[src/rtl/shifter_pipe.sv]
// rtl/shifter_pipe.sv - pipelined logarithmic barrel shifter with valid/ready flow control
module shifter_pipe #(
  parameter int WIDTH     = 32,
  parameter int REG_EVERY = 1,
  parameter int TAGW      = 4,
  localparam int SHW = $clog2(WIDTH),
  localparam int LAT = (SHW + REG_EVERY - 1) / REG_EVERY
) (
  input  logic             clk,
  input  logic             rst,
  input  logic             in_valid,
  output logic             in_ready,
  input  logic [WIDTH-1:0] in_data,
  input  logic [SHW:0]     in_shamt,
  input  logic [1:0]       in_op,
  input  logic [TAGW-1:0]  in_tag,
  output logic             out_valid,
  input  logic             out_ready,
  output logic [WIDTH-1:0] out_data,
  output logic [TAGW-1:0]  out_tag,
  output logic             busy
);
  localparam logic [1:0] OP_SLL = 2'b00;
  localparam logic [1:0] OP_SRL = 2'b01;
  localparam logic [1:0] OP_SRA = 2'b10;
  localparam logic [1:0] OP_ROR = 2'b11;

  // Applies the 2^k shift stages whose index lies in [lo, hi).
  function automatic logic [WIDTH-1:0] shiftRange(input logic [WIDTH-1:0] d,
                                                  input logic [1:0] op,
                                                  input logic [SHW-1:0] amt,
                                                  input int lo, input int hi);
    logic [WIDTH-1:0] r;
    int s;
    r = d;
    for (int k = 0; k < SHW; k++) begin
      s = 1 << k;
      if (k >= lo && k < hi && amt[k]) begin
        case (op)
          OP_SLL:  r = r << s;
          OP_SRL:  r = r >> s;
          OP_SRA:  r = $signed(r) >>> s;
          default: r = (r >> s) | (r << (WIDTH - s));
        endcase
      end
    end
    return r;
  endfunction

  logic [LAT-1:0]   validQ;
  logic [LAT-1:0]   loadVec;
  logic [WIDTH-1:0] dataQ    [LAT];
  logic [TAGW-1:0]  tagQ     [LAT];
  logic [1:0]       opQ      [LAT];
  logic [SHW-1:0]   shamtQ   [LAT];
  logic             oorQ     [LAT];

  logic [LAT-1:0]   srcValid;
  logic [WIDTH-1:0] srcData  [LAT];
  logic [TAGW-1:0]  srcTag   [LAT];
  logic [1:0]       srcOp    [LAT];
  logic [SHW-1:0]   srcShamt [LAT];
  logic             srcOor   [LAT];
  logic [WIDTH-1:0] nextData [LAT];

  // Out-of-range SLL/SRL/SRA collapse to a constant up front; later stages preserve it.
  always_comb begin
    srcValid[0] = in_valid;
    srcData[0]  = in_data;
    if (in_shamt[SHW] && in_op != OP_ROR)
      srcData[0] = (in_op == OP_SRA) ? {WIDTH{in_data[WIDTH-1]}} : '0;
    srcTag[0]   = in_tag;
    srcOp[0]    = in_op;
    srcShamt[0] = in_shamt[SHW-1:0];
    srcOor[0]   = in_shamt[SHW];
    for (int i = 1; i < LAT; i++) begin
      srcValid[i] = validQ[i-1];
      srcData[i]  = dataQ[i-1];
      srcTag[i]   = tagQ[i-1];
      srcOp[i]    = opQ[i-1];
      srcShamt[i] = shamtQ[i-1];
      srcOor[i]   = oorQ[i-1];
    end
    for (int i = 0; i < LAT; i++)
      nextData[i] = shiftRange(srcData[i], srcOp[i], srcShamt[i],
                               i * REG_EVERY, (i + 1) * REG_EVERY);
  end

  // A stage may load when empty or when everything downstream can move.
  always_comb begin
    logic dn;
    dn = out_ready;
    for (int i = LAT - 1; i >= 0; i--) begin
      loadVec[i] = !validQ[i] || dn;
      dn         = loadVec[i];
    end
  end

  always_ff @(posedge clk or posedge rst) begin
    if (rst) begin
      validQ <= '0;
      for (int i = 0; i < LAT; i++) begin
        dataQ[i]  <= '0;
        tagQ[i]   <= '0;
        opQ[i]    <= '0;
        shamtQ[i] <= '0;
        oorQ[i]   <= 1'b0;
      end
    end else begin
      for (int i = 0; i < LAT; i++) begin
        if (loadVec[i]) begin
          validQ[i] <= srcValid[i];
          if (srcValid[i]) begin
            dataQ[i]  <= nextData[i];
            tagQ[i]   <= srcTag[i];
            opQ[i]    <= srcOp[i];
            shamtQ[i] <= srcShamt[i];
            oorQ[i]   <= srcOor[i];
          end
        end
      end
    end
  end

  assign in_ready  = loadVec[0];
  assign out_valid = validQ[LAT-1];
  assign out_data  = dataQ[LAT-1];
  assign out_tag   = tagQ[LAT-1];
  assign busy      = |validQ;
endmodule

[config.mk]
export PLATFORM = sky130hd
export DESIGN_NAME = shifter_pipe
export DESIGN_NICKNAME = d
export VERILOG_FILES = /design/src/rtl/shifter_pipe.sv
export SDC_FILE = /design/constraint.sdc
export NUM_CORES = 1
export LEC_CHECK = 0
export BUFFER_PORTS_ARGS = -buffer_cell sky130_fd_sc_hd__buf_2
export CORE_MARGIN = 2
export CORE_UTILIZATION = 65
export DETAILED_ROUTE_END_ITERATION = 12
export GPL_ROUTABILITY_DRIVEN = 1
export PLACE_DENSITY = 0.82
export REMOVE_ABC_BUFFERS = 1
export SLEW_MARGIN = 30
export SYNTH_ARGS = -nofsm -noshare
export SYNTH_HDL_FRONTEND = slang
export SYNTH_SLANG_ARGS = --single-unit
[constraint.sdc]
create_clock -name clk -period 11 [get_ports clk]
set_clock_uncertainty 0.2 [all_clocks]
set_input_delay 1.1 -clock clk [delete_from_list [all_inputs] [get_ports clk]]
set_output_delay 1.1 -clock clk [all_outputs]
set_load 0.05 [all_outputs]
-- After elaboration in Yosys (flattened, before gate mapping)
Index checks and enable logic that the tools add are counted.
- register bits: 213
- input port bits: 48
- output and inout port bits: 39
- word-level logic and storage cells: 73
- equality and inequality tests: 11
- muxes and demuxes: 12
- bitwise gates (word level): 5
- reduce and logical (&&, ||, !) cells: 22
- operators by type and width (cell ; number):
    $pmux 32 s3 ; 5
    $mux 32 ; 7
    $or 16x32->32 ; 1
    $or 24x32->32 ; 1
    $or 28x32->32 ; 1
    $or 30x32->32 ; 1
    $or 31x32->32 ; 1
    $eq 2x1->1 const B ; 5
    $eq 2x2->1 const B ; 5
    $logic_not 2->1 ; 5
    $reduce_and 2->1 ; 5
    $logic_not 1->1 ; 5
    $logic_or 1x1->1 ; 5
    $reduce_or 5->1 ; 1
    $ne 2x2->1 const B ; 1
    $logic_and 1x1->1 ; 1

-- Depth between registers and ports, before layout
Gate-level depths: netlist of the first run.
- depth after elaboration: 7
- mapped depth: 7
- mapped depth without buffers: 4

-- Worst setup path before layout of the first run
No wires, ideal clock.
- kind: input -> output
- from: input port out_ready
- to: output port in_ready
- arrival time: 1846 ps
- required time: 9700 ps
- path slack: 7854 ps
- stages on the path: 2
- buffers on the path: 0
- path through: and4b_1 nand3_1
- word-level cells in the longest chain between the ends: 5
- RTL lines (element ; RTL line ; source):
    from (decl) ; 18 ; input logic out_ready,
    $logic_or 1x1->1 (5 in a row) ; 94 ; loadVec[i] = !validQ[i] || dn;
    to (decl) ; 12 ; output logic in_ready,
Every way passes these cells.

-- Worst setup path in the final report of the first run
Same ends and word-level chain as after synthesis.

==> impl_metrics.toml, run 1 <==
[sta]
period_needed_ns = 3.225
tightest_slew_ns = 0.9266
period_share = 0.2932
rsz0062_at_grt = "no"
hold_viol = 0
setup_violations = 0
setup-tns-final_ns = 0
max_freq_mhz = 310.1
drv_slew = 0
whs_ns = 0.2697
relSlewSlack = 0.3816

[routing]
wirelength_um = 24070
drtPass1Iterations = 7
first_iter_violations = 1081
drc = 0
vias_per_cell = 6.212
vias = 9013
drt.antenna.violating_nets = 0
post_drt_wl_per_cell_um = 16.59

[worst_setup_path]
cpMaxStageDelayCell = "and4b_1"
worst-setup-path-type = "in2out"
cp-start-kind = "input port"
cp-end-kind = "output port"
cp_slowest_stage_delay_ns = 0.34
cp_max_fo = 4
required_ns = 9.70
path_cells = "buf_2 -> and4b_1 -> nand3_1 -> buf_2"
worstPathArrival_ns = 1.93
cp_common_cell = "buf_2"

[clock_tree]
hold_buffers = 0
ctsResizeCount = 0
cts_sinks = 203
cts_buffers = 22
clkSlewWorstSetupHoldPaths_ns = 0.06
cts_tree = "built"
cts_max_level = 1
post_cts.repair.setup_buffers = 0
cts_buffer_depth = 3
clock-root-buffer = "clkbuf_16"
worstSkewPairLatency_ns = 0.50

[floorplan]
fp.dieW_um = 133.6
num_rows = 47
coreArea_um2 = 16470
die-area_um2 = 17840
die_y_um = 133.6
io-pin-count = 87
start_util = 0.6625

[global_routing]
grt_pass1_vias = 8181
grt_antenna_before_repair = 0
grt_pass1_wl_um = 40480
overflow = 0
track_usage = 0.2700
grt_max_degree = 121

[synth]
synth.avg_cell_area_um2 = 8.862
synthTopCellsByArea = "dfrtp_1 (47%), nand2_1 (8.6%), a21o_1 (6.7%)"
yosysSeqAreaShare = 0.4656
synth_top_cell_by_area = "dfrtp_1"
syn_area_um2 = 10910
ys_ff_latch = 203
ys_dominant_reg_cell = "dfrtp_1"
yosys.cell_types.count = 45
async_flop_share = 1.000
synth_cells = 1231
synth-edff-count = 0
ys_warn_count = 0
synth_top_area_frac = 0.4656

[pwr]
p_leak_nw = 5.651
totalPowerFinal_w = 0.003130
power_density_nw_per_um2 = 267.2
peakVddDrop_uv = 124.0

[cells_and_area]
final_nets = 1265
diodes = 0
layout.cells.non_filler = 1451
drive_gt1_frac = 0.1446
synthToLayoutAreaGrowth_pct = 7.351

[placement]
dp.final_hpwl_um = 15930
port_buffers = 86
dp_cells = 1413
place_congestion = 0.8753

[worst_hold_path]
hold_class = "reg2reg"

[status]
outcome = "finished, final reports clean"

[flow_run]
drv_cap = 0
-- synth_stat cells, types with 8 or more instances --
master and instances:
a221oi_1 14, and3_1 18, mux2_2 22, dfrtp_1 203
o21ai_0 45, nor2_1 126, o21ai_1 14, nand2_1 249
buf_2 43, a31oi_1 8, buf_4 40, inv_1 11
clkbuf_1 51, a222oi_1 24, nor2b_1 19, o31ai_1 26
a21oi_1 96, a311oi_1 68, a21o_1 97
-- power breakdown --
part	internal [W]	switching (W)	total (W)
sequential	0.00102	0.000256	0.00128
clock	0.000407	0.000288	0.000694
combinational	0.000407	0.000753	0.00116
total	0.00183	0.00130	0.00313
-- critical path, delay by kind of cell --
family                 cells  cell delay (ns)
and+or+nand+nor            2             0.47
buffers and inverters      2             0.36
-- flip-flops by register name, indices dropped and copies added, names as in the netlist --
signal / flops
shamtQ: 10
validQ: 5
out_data: 32
srcTag: 16
dataQ: 128
opQ: 8
out_tag: 4
-- cell usage in the layout (no fill, tap or decap), drive strengths merged, types with 28 or more instances in the layout --
cell	instances
o21ai	60
dfrtp	203
buf	103
nand2	249
a311oi	68
mux2	28
clkbuf	29
a21o	97
a21oi	96
nor2	128
-- metrics by stage --
step                  util  setup WS [ns]  instance area, um^2
floorplan                -          4.161                10130
global placement    0.6660          7.822                10970
detailed placement  0.6689          7.780                11010
CTS                 0.7109          7.776                11710
global route        0.7112          7.723                11710
finish              0.7112          7.775                11710
-- final cells by class --
type                            instances  area, um^2
Timing Repair Buffer                  103       589.3
Multi-Input combinational cell        875        5024
Inverter                               12       52.55
Clock buffer                           29       638.1
Tap cell                              220       275.3
Clock inverter                          9       52.55
Fill cell                            1260        4755
Sequential cell                       203        5080
-- routing by layer --
| layer | global-route usage | vias up | share of wire |
|---|---|---|---|
| li1 | - | 4333 | - |
| met2 | 0.4548 | 334 | 0.49 |
| met1 | 0.3810 | 4311 | 0.44 |
| met3 | 0.02626 | 35 | 0.058 |
| met5 | 0 | - | 0 |
| met4 | 0.06797 | 0 | 0.017 |
-- path summary, 6_finish.rpt --
check,slack [ns],endpoint,depth (start not counted),startpoint
setup / recovery,7.77,in_ready,4,out_ready
max in group asynchronous,8.81,dataQ[78]$_DFFE_PP0P_,3,rst
hold reg to reg,0.27,out_data[27]$_DFFE_PP0P_,2,out_data[27]$_DFFE_PP0P_
min in group asynchronous,0.57,out_data[22]$_DFFE_PP0P_,2,rst
setup reg to reg,8.63,dataQ[43]$_DFFE_PP0P_,4,opQ[4]$_DFFE_PP0P_
hold / removal,0.27,out_data[27]$_DFFE_PP0P_,2,out_data[27]$_DFFE_PP0P_
-- cell families (layout without fill, tap and decap cells) --
group	count (synthesis)	in the layout	synth area share
mux	29	29	0.02982
compound gates	408	408	0.2623
buf+inv	153	153	0.07558
simple gates	437	437	0.1658
flops	203	203	0.4656
xor+xnor	1	1	0.0008030
No activity file was read; power rests on OpenSTA's default activity.
==> run 2, diff against run 1 <==
--- a/config.mk
+++ b/config.mk
@@ -5,12 +5,13 @@
 export SDC_FILE = /design/constraint.sdc
 export NUM_CORES = 1
 export LEC_CHECK = 0
+export ABC_AREA = 1
 export BUFFER_PORTS_ARGS = -buffer_cell sky130_fd_sc_hd__buf_2
 export CORE_MARGIN = 2
-export CORE_UTILIZATION = 65
+export CORE_UTILIZATION = 55
 export DETAILED_ROUTE_END_ITERATION = 12
 export GPL_ROUTABILITY_DRIVEN = 1
-export PLACE_DENSITY = 0.82
+export PLACE_DENSITY = 0.74
 export REMOVE_ABC_BUFFERS = 1
 export SLEW_MARGIN = 30
 export SYNTH_ARGS = -nofsm -noshare
==> constraint.sdc (replaced) <==
create_clock -name clk -period 2.9 [get_ports clk]
set_clock_uncertainty 0.2 [all_clocks]
set_input_delay 0.29 -clock clk [delete_from_list [all_inputs] [get_ports clk]]
set_output_delay 0.29 -clock clk [all_outputs]
set_load 0.05 [all_outputs]
==> impl_metrics.toml, run 2 <==
[pwr]
peakVddDrop_uv = 468.8
p_leak_nw = 5.891
sw_frac_of_total = 0.4318
totalPowerFinal_w = 0.01250
combPwrFrac = 0.404
power_frac_clock = 0.219
seq_power_share = 0.377
switchingPower_w = 0.005399
intPower_w = 0.007104
power_density_nw_per_um2 = 1040

[clock_tree]
ctsResizeCount = 0
cts_max_level = 1
clkSlewWorstSetupHoldPaths_ns = 0.06
clock-root-buffer = "clkbuf_16"
cts_sinks = 203
cts_buffers = 21
worstSkewPairLatency_ns = 0.50
cts_tree = "built"
cts_buffer_depth = 3

[global_routing]
grt_max_degree = 64
grt_pass1_wl_um = 40570
grt_antenna_before_repair = 0
track_usage = 0.2344
overflow = 0
grt_pass1_vias = 8343

[placement]
port_buffers = 86
place_congestion = 0.8849
dp.final_hpwl_um = 16540
post-place-ws_ns = 0.8807

[synth]
synth_top_area_frac = 0.4666
ys_ff_latch = 203
synth_common_cells = "nand2_1 (360), dfrtp_1 (203), a21oi_1 (155)"
syn_area_um2 = 10890
yosysSeqAreaShare = 0.4666
yosysMostFrequentCell = "nand2_1"
synthTopCellsByArea = "dfrtp_1 (47%), nand2_1 (12%), a21oi_1 (7.1%)"
synth.avg_cell_area_um2 = 7.550
yosys.cell_types.count = 29
ys_warn_count = 0
synth-edff-count = 0
synth_top_cell_by_area = "dfrtp_1"
async_flop_share = 1.000
synth_cells = 1442
ys_dominant_reg_cell = "dfrtp_1"

[sta]
tightest_slew_ns = 0.8655
hold_viol = 0
drv_slew = 0
setup_violations = 0
whs_ns = 0.05608
setup_ws_ns = 0.4591
period_share = 0.8417
max_freq_mhz = 409.7
rsz0062_at_grt = "no"
relSlewSlack = 0.4224
period_needed_ns = 2.441

[cells_and_area]
final_nets = 1511
diodes = 0
drive_gt1_frac = 0.1117
largest_reg_flops = 128
final_common_cell = "nand2_1"
top_register = "dataQ"
synthToLayoutAreaGrowth_pct = 10.46
final_cell_mix = "nand2_1 (360), dfrtp_1 (203), a21oi_1 (155)"

[flow_run]
drv_cap = 0

[worst_setup_path]
worst_r2r_path_depth = 8
cp_top_family = "buffers and inverters"
path_cells = "dlygate4sd3_1 -> buf_2 -> inv_2 -> nor2_1 -> buf_4 -> nand2_1 -> nand2_1 -> nor2_1 -> a21oi_1 -> dlygate4sd3_1"
cp_num_cells = 10
cp-end-kind = "register"
worstPathArrival_ns = 2.62
cpMaxStageDelayCell = "dlygate4sd3_1"
crit_buf_inv = 5
cp_slowest_stage_delay_ns = 0.55
cp_max_fo = 35
worst-setup-path-type = "in2reg"
cp-start-kind = "input port"
required_ns = 3.08

[routing]
vias_per_cell = 5.394
vias = 9396
wirelength_um = 24040
post_drt_wl_per_cell_um = 13.80
drc = 0
first_iter_violations = 796
drtPass1Iterations = 6
drt.antenna.violating_nets = 0

[floorplan]
io-pin-count = 87
fp.dieW_um = 144.7
die_y_um = 144.7
num_rows = 51
coreArea_um2 = 19460
die-area_um2 = 20940
start_util = 0.5594

[status]
outcome = "finished, final reports clean"

[worst_hold_path]
holdPathStages = 7
hold_class = "in2reg"
-- run 2: cell types whose count changed after synthesis, moves of 68 or more --
cell      change
nand2_1     +111
o21ai_0      +88
a311oi_1     -68
inv_1       +115
a21o_1       -97
nand3_1     +138
-- run 2: per-stage QoR --
stage / instance area (um^2) / utilization / instances / setup TNS [ns]
CTS: 12030 / 0.6179 / 1742 / 0
global route: 12030 / 0.6179 / 1742 / 0
global placement: 11170 / 0.5739 / 1690 / 0
finish: 12030 / 0.6179 / 1742 / 0
floorplan: 10160 / - / 1312 / -637.80
detailed placement: 11170 / 0.5739 / 1690 / 0
-- run 2: final cells by class --
type | instances | area, um^2
sequential | 203 | 5080
clock inverter | 5 | 78.83
inverter | 133 | 506.7
tap | 265 | 331.6
clock buffer | 32 | 626.9
multi-input combinational | 976 | 4593
timing repair buffer | 128 | 808.3
fill | 1754 | 7437
-- run 2: path summary, 6_finish.rpt --
path / from / to / slack (ns)
setup / recovery: in_shamt[0] / dataQ[159]$_DFFE_PP0P_ / 0.46
hold / removal: in_data[11] / dataQ[140]$_DFFE_PP0P_ / 0.06
setup reg to reg: validQ[3]$_DFFE_PP0P_ / dataQ[159]$_DFFE_PP0P_ / 0.56
hold reg to reg: srcTag[7]$_DFFE_PP0P_ / srcTag[3]$_DFFE_PP0P_ / 0.27
max in group asynchronous: rst / dataQ[151]$_DFFE_PP0P_ / 1.63
min in group asynchronous: rst / out_data[21]$_DFFE_PP0P_ / 0.15
-- run 2: worst reg2reg max path: stages (launching register included) --
cell,delay [ns]
dfrtp_1,0.41
nand4_2,0.16
nor2_2,0.20
nand2_2,0.12
nand2_4,0.08
buf_4,0.36
nor2_1,0.08
a21oi_1,0.13
dlygate4sd3_1,0.55
-- run 2: cell families (layout without fill, tap and decap cells) --
family                    after synthesis  in the layout  share of synthesized area
buffers and inverters                 263            298                     0.1124
AOI/OAI and AO/OA                     391            391                     0.1971
DFF                                   203            203                     0.4666
and+or+nand+nor                       584            584                     0.2231
xor gates and xnor gates                1              1                  0.0008047
-- run 2: metal layers --
| layer | wire (um) | track usage | up-vias |
|---|---|---|---|
| met3 | 1135 | 0.02698 | 47 |
| met1 | 11320 | 0.3323 | 4272 |
| met5 | 0 | 0 | - |
| li1 | - | - | 4801 |
| met2 | 11110 | 0.3826 | 276 |
| met4 | 484 | 0.06898 | 0 |
-- run 2: power by group through the flow --
stage          combinational (W)  sequential (W)  clock (W)
3_3_place_gp             0.00492         0.00470          0
2_1_floorplan            0.00286         0.00545          0
4_1_cts                  0.00506         0.00470    0.00278
6_report                 0.00505         0.00471    0.00274
3_5_place_dp             0.00500         0.00474          0
5_1_grt                  0.00569         0.00486    0.00291
-- run 2: repair_timing --
| action | in CTS | in global routing |
|---|---|---|
| hold endpoints to repair | 71 | 0 |
| hold buffers | 15 | 0 |
| setup buffers | 0 | 0 |
